`config.mk`:
```
export PLATFORM = sky130hd
export DESIGN_NAME = rca_32bit
export DESIGN_NICKNAME = d
export VERILOG_FILES = /design/src/rtl/rca_32bit_full_adder.sv /design/src/rtl/rca_32bit.sv
export SDC_FILE = /design/constraint.sdc
export NUM_CORES = 1
export LEC_CHECK = 0
export BUFFER_PORTS_ARGS = -buffer_cell sky130_fd_sc_hd__buf_2
export CAP_MARGIN = 10
export CELL_PAD_IN_SITES_DETAIL_PLACEMENT = 0
export CELL_PAD_IN_SITES_GLOBAL_PLACEMENT = 1
export CORE_ASPECT_RATIO = 0.8
export CORE_MARGIN = 8
export CORE_UTILIZATION = 36
export CTS_CLUSTER_SIZE = 40
export DETAILED_ROUTE_END_ITERATION = 6
export GPL_TIMING_DRIVEN = 0
export PLACE_DENSITY = 0.88
export SLEW_MARGIN = 20
export SYNTH_ARGS = -nofsm -noshare
export SYNTH_HDL_FRONTEND = slang
export SYNTH_SLANG_ARGS = --single-unit
```
`constraint.sdc`:
```
create_clock -name clk -period 1 [get_ports clk]
set_clock_uncertainty 0.05 [all_clocks]
set_input_delay 0.1 -clock clk [delete_from_list [all_inputs] [get_ports clk]]
set_output_delay 0.1 -clock clk [all_outputs]
set_load 0.1 [all_outputs]
```
`src/rtl/rca_32bit_full_adder.sv`:
```
// One-bit full adder cell; the ripple chain in rca_32bit is built from these.
module full_adder (
    input  logic a,
    input  logic b,
    input  logic cin,
    output logic s,
    output logic cout
);

    logic half_sum;

    assign half_sum = a ^ b;
    assign s        = half_sum ^ cin;
    assign cout     = (a & b) | (cin & half_sum);

endmodule

```
`src/rtl/rca_32bit.sv`:
```
// Registered ripple-carry adder: {Cout,S} = A + B + Cin, one cycle of latency.
module rca_32bit #(
    parameter int WIDTH = 32
) (
    input  logic             clk,
    input  logic             rst_n,
    input  logic             in_valid,
    input  logic [WIDTH-1:0] A,
    input  logic [WIDTH-1:0] B,
    input  logic             Cin,
    output logic [WIDTH-1:0] S,
    output logic             Cout,
    output logic             out_valid
);

    logic [WIDTH:0]   carry;
    logic [WIDTH-1:0] sum_comb;

    assign carry[0] = Cin;

    // Carry ripples strictly bit by bit; no lookahead anywhere in the chain.
    generate
        for (genvar gi = 0; gi < WIDTH; gi++) begin : g_bit
            full_adder u_fa (
                .a    (A[gi]),
                .b    (B[gi]),
                .cin  (carry[gi]),
                .s    (sum_comb[gi]),
                .cout (carry[gi+1])
            );
        end
    endgenerate

    // Result registers load only on valid cycles, so idle-cycle inputs never disturb them.
    always_ff @(posedge clk or negedge rst_n) begin
        if (!rst_n) begin
            S         <= '0;
            Cout      <= 1'b0;
            out_valid <= 1'b0;
        end else begin
            out_valid <= in_valid;
            if (in_valid) begin
                S    <= sum_comb;
                Cout <= carry[WIDTH];
            end
        end
    end

endmodule

```
=== After elaboration in Yosys (flattened, before gate mapping) ===
Index checks and enable logic that the tools add are counted.

* Flip-flop bits (word level): 34

* Bitwise logic cells: 160

{| class="wikitable"
|+ Operators by type and width
! cell !! count
|-
| $and 1x1->1 || 64
|-
| $xor 1x1->1 || 64
|-
| $or 1x1->1 || 32
|}

=== Depth between registers and ports, before layout ===
* Depth in word-level cells: 65
* Mapped depth: 36

=== By module ===
Synthesis repeated with hierarchy kept, for this count alone.

* Cells, all modules: 103
* Area total of the unflattened synthesis: 2047.0 um^2

{| class="wikitable"
|+ Modules (own cells, without submodules)
! module !! times used !! cells an instance !! area each (um^2) !! seq. area each (um^2)
|-
| rca_32bit || 1 || 71 || 1406.3 || 850.8
|-
| full_adder || 32 || 1 || 20.0 || 0.0
|}

=== Least setup slack after synthesis ===
No wires, ideal clock.

* Path kind: input to register
* From: in A[0]
* To: reg S[31]
* Setup time: 0.078 ns
* Arrival: 12.319 ns
* Required time: 0.872 ns
* Path slack: -11.447 ns
* Stages on the path: 36
* Path buffers: 0
* Path through: fa_1 > fa_1 > fa_1 > fa_1 > fa_1 > fa_1 > fa_1 > fa_1 > fa_1 > inv_1 > fa_1 > inv_1 > fa_1 > fa_1 > fa_1 > fa_1 > fa_1 > fa_1 > fa_1 > fa_1 > fa_1 > fa_1 > fa_1 > fa_1 > fa_1 > fa_1 > fa_1 > fa_1 > fa_1 > fa_1 > fa_1 > fa_1 > fa_1 > inv_1 > fa_1 > a21oi_1

* Word-level cells in the longest chain between the ends: 64

{| class="wikitable"
|+ RTL lines
! item !! RTL line !! source
|-
| start: declaration || rca_32bit.sv:8 || <nowiki>input logic [WIDTH-1:0] A,</nowiki>
|-
| $xor 1x1->1 || rca_32bit_full_adder.sv:12 || <nowiki>assign half_sum = a ^ b;</nowiki>
|-
| $and 1x1->1 || rca_32bit_full_adder.sv:14 || <nowiki>assign cout = (a & b) | (cin & half_sum);</nowiki>
|-
| $or 1x1->1 * || rca_32bit_full_adder.sv:14 ||
|-
| $and 1x1->1 * || rca_32bit_full_adder.sv:14 ||
|-
| $or 1x1->1 * || rca_32bit_full_adder.sv:14 ||
|-
| $and 1x1->1 * || rca_32bit_full_adder.sv:14 ||
|-
| $or 1x1->1 * || rca_32bit_full_adder.sv:14 ||
|-
| $and 1x1->1 * || rca_32bit_full_adder.sv:14 ||
|-
| (+48 left out) || -- ||
|-
| $or 1x1->1 * || rca_32bit_full_adder.sv:14 ||
|-
| $and 1x1->1 * || rca_32bit_full_adder.sv:14 ||
|-
| $or 1x1->1 * || rca_32bit_full_adder.sv:14 ||
|-
| $and 1x1->1 * || rca_32bit_full_adder.sv:14 ||
|-
| $or 1x1->1 * || rca_32bit_full_adder.sv:14 ||
|-
| $and 1x1->1 * || rca_32bit_full_adder.sv:14 ||
|-
| $or 1x1->1 * || rca_32bit_full_adder.sv:14 ||
|-
| $xor 1x1->1 * || rca_32bit_full_adder.sv:13 || <nowiki>assign s = half_sum ^ cin;</nowiki>
|-
| end signal: assignment || rca_32bit.sv:43 || <nowiki>S <= sum_comb;</nowiki>
|-
| end: declaration || rca_32bit.sv:11 || <nowiki>output logic [WIDTH-1:0] S,</nowiki>
|}

Every way passes the cells marked *; elsewhere a longest branch is shown, timed or not.
A chain may end at the register's enable or synchronous reset.

=== Final worst setup path ===
Ends and elaborated chain as after synthesis.

==> impl_metrics.csv <==
group,metric,value,unit
power,power.density,2382,mW/mm²
timing,fin_ws,-10.54,ns
clock_tree,clkSlewWorstSetupHoldPaths,0.07,ns
global_routing,grt_pass1_vias,1717,
route,dr.pass1.iters,2,
clock_tree,cts_tree,"yes",
route,vias_per_cell,4.298,
worst_setup_path,cp-start-kind,"primary input",
timing,timing.final.crit_share,1154,%
flow_run,drv_cap,0,
route,vias,1328,
timing,setup_viol,66,
outcome,outcome,"complete, but fails checks",
timing,fin_crit,11.54,ns
finish,post_layout_nonfiller_instances,309,
power,irDropWorstVdd,1.278,mV
worst_setup_path,crit_type,"in2reg",
worst_setup_path,endpoint_kind,"flip-flop",
placed_design,dp_slack,-10.91,ns
global_routing,overflow,0,
clock_tree,cts_sinks,34,
floorplanning,die_area,0.008357,mm²
clock_tree,ctsHtreeMaxLevel,2,
floorplanning,die_h,83.38,µm
finish,final_core_util,63.05,%
worst_setup_path,crit_required,1.15,ns
finish,drive_above_1_share,93.94,%
floorplanning,num_rows,24,
placed_design,gp_congestion,0.6866,
timing,hold_violations,34,
placed_design,place_inst,292,
floorplanning,io_pins,102,
timing,final_max_slew_viol_count,0,
synth,postSynthAreaPerCell,18.08,µm²
global_routing,grt_usage,13.63,%
global_routing,grt_pass1_wl,8.894,mm
route,route.detailed.drc,0,
route,drt_iter0_markers,16,
worst_setup_path,rr_startpoint,"S[25]$_DFFE_PN0P_",
finish,final_nets,331,
floorplanning,fp.coreArea,0.005465,mm²
global_routing,grt_start_max_net_pins,35,
synth,yosysUniqueCellTypes,10,
worst_setup_path,cpMostUsedCell,"fa_2",
power,leakagePower,1.566,nW
clock_tree,root_buffer,"clkbuf_8",
placed_design,hpwl,4.092,mm
worst_setup_path,worst-r2r-cell-count,2,
synth,ys_warn_count,0,
synth,netlist_instances,113,
synth,synth_seq_cells,34,
worst_setup_path,r2r_slack,0.01,ns
timing,rsz0062_at_grt,"true",
clock_tree,cts_buffers,5,
timing,fmax,0.08662,GHz
worst_setup_path,r2r_end,"S[25]$_DFFE_PN0P_",
synth,synth_area,0.002043,mm²
clock_tree,clk_latency,0.27,ns
floorplanning,dieWidth,100.2,µm
min_path,hp-class,"in2async",
worst_setup_path,cp_slowest_cell,"fa_2",
finish,area_delta_synth_final,68.65,%
timing,max_slew_margin,49.61,%
synth,yosysSeqAreaShare,41.64,%
worst_setup_path,cp_slowest_stage_delay,0.39,ns
timing,worst_pin_slew,0.7558,ns
finish,diodes,0,
clock_tree,clockBufferDepth,2,
worst_setup_path,arrival,11.70,ns
global_routing,antenna_found_initial,0,
floorplanning,start_util,37.39,%
clock_tree,hold_buffers,1,
route,wl_per_cell,17.26,µm
synth,syn-num-nets,213,
route,ant_nets,0,
timing,whs,-0.1595,ns
placed_design,port_buffers,101,
power,finalPower,8.207,mW
route,wirelength,5.334,mm
worst_setup_path,crit_fanout,1,
outcome,violations,"hold timing, setup timing",
[through the flow]
step	setup TNS (ns)	area, µm²
2_1_floorplan	-175.90	2162
3_3_place_gp	-185.20	2765
3_5_place_dp	-187.76	2765
4_1_cts	-179.07	3344
5_1_grt	-184.12	3446
6_report	-178.24	3446
[kinds of logic (layout without fill, tap and decap cells)]
logic type / Yosys count / in the layout / share of synthesized area (%)
fa+ha+maj: 32 / 32 / 31.35
flops: 34 / 34 / 41.64
mux: 31 / 31 / 21.62
simple gates: 2 / 2 / 0.3676
compound gates: 2 / 2 / 0.4899
buf+inv: 12 / 130 / 4.532
[worst max-delay path by stage]
stage / start / endpoint / slack, ns / cells after the start
2_1_floorplan: A[0] / S[31]$_DFFE_PN0P_ / -10.30 / 36
3_3_place_gp: A[0] / S[31]$_DFFE_PN0P_ / -10.73 / 37
3_5_place_dp: A[0] / S[31]$_DFFE_PN0P_ / -10.91 / 37
4_1_cts: A[0] / S[31]$_DFFE_PN0P_ / -10.59 / 37
5_1_grt: A[0] / S[31]$_DFFE_PN0P_ / -10.83 / 37
6_report: A[0] / S[31]$_DFFE_PN0P_ / -10.54 / 37
[cells in the mapped netlist]
cell type,number,area (µm²)
fa_1,32,640.6
inv_1,8,30.03
mux2_2,5,56.30
dfrtp_1,34,850.8
mux2i_1,1,10.01
buf_6,2,22.52
a21oi_1,2,10.01
mux2_4,25,375.4
buf_12,2,40.04
nor2_1,2,7.510
[power by group]
group          leakage [nW]  switching (mW)  internal [mW]
combinational          1.16            3.06           2.06
sequential            0.363           0.373           1.77
clock                0.0383           0.460          0.479
total                  1.57            3.90           4.31
[registers in the layout, summed over array words and instances (netlist names)]
register / cells
Cout: 1
S: 32
out_valid: 1
[repair_timing]
action / in CTS / in global routing
gates cloned: 0 / 0
endpoints found under the hold margin: 35 / 34
endpoints found under the setup margin: 66 / 66
setup buffers: 7 / 2
gates resized for setup: 122 / 20
[metal layers]
layer  wire length [µm]  global-route usage (%)  vias to the layer above
met3                671                   7.833                        2
li1                   -                       -                      595
met2               2587                   21.58                       71
met1               2056                   15.40                      660
met4                 20                   3.288                        0
met5                  0                       0                        -
[final cells by class]
class                      instances  area, µm²
fill                             405       2019
tap                               78      97.59
sequential                        34      894.6
clock buffer                       7      76.32
timing repair buffer             111       1085
inverter                           8      30.03
buffer                             4      62.56
multi-input combinational         67       1200
[critical path, delay by kind of cell]
family,cells,cell delay (ns)
compound gates,1,0.14
buf+inv,4,0.26
fa+ha+maj,32,11.21
[layout by cell type (no fill, tap or decap)]
master / n
inv_1: 5
dlygate4sd3_1: 1
a21oi_2: 1
buf_8: 3
buf_12: 33
fa_2: 31
clkbuf_8: 5
mux2i_1: 1
nor2_1: 2
dfrtp_1: 1
inv_2: 3
clkbuf_1: 2
fa_1: 1
buf_6: 3
buf_4: 9
mux2_4: 30
a21oi_1: 1
dfrtp_4: 1
dfrtp_2: 32
buf_2: 66
Power figures use the tool's default switching activity.
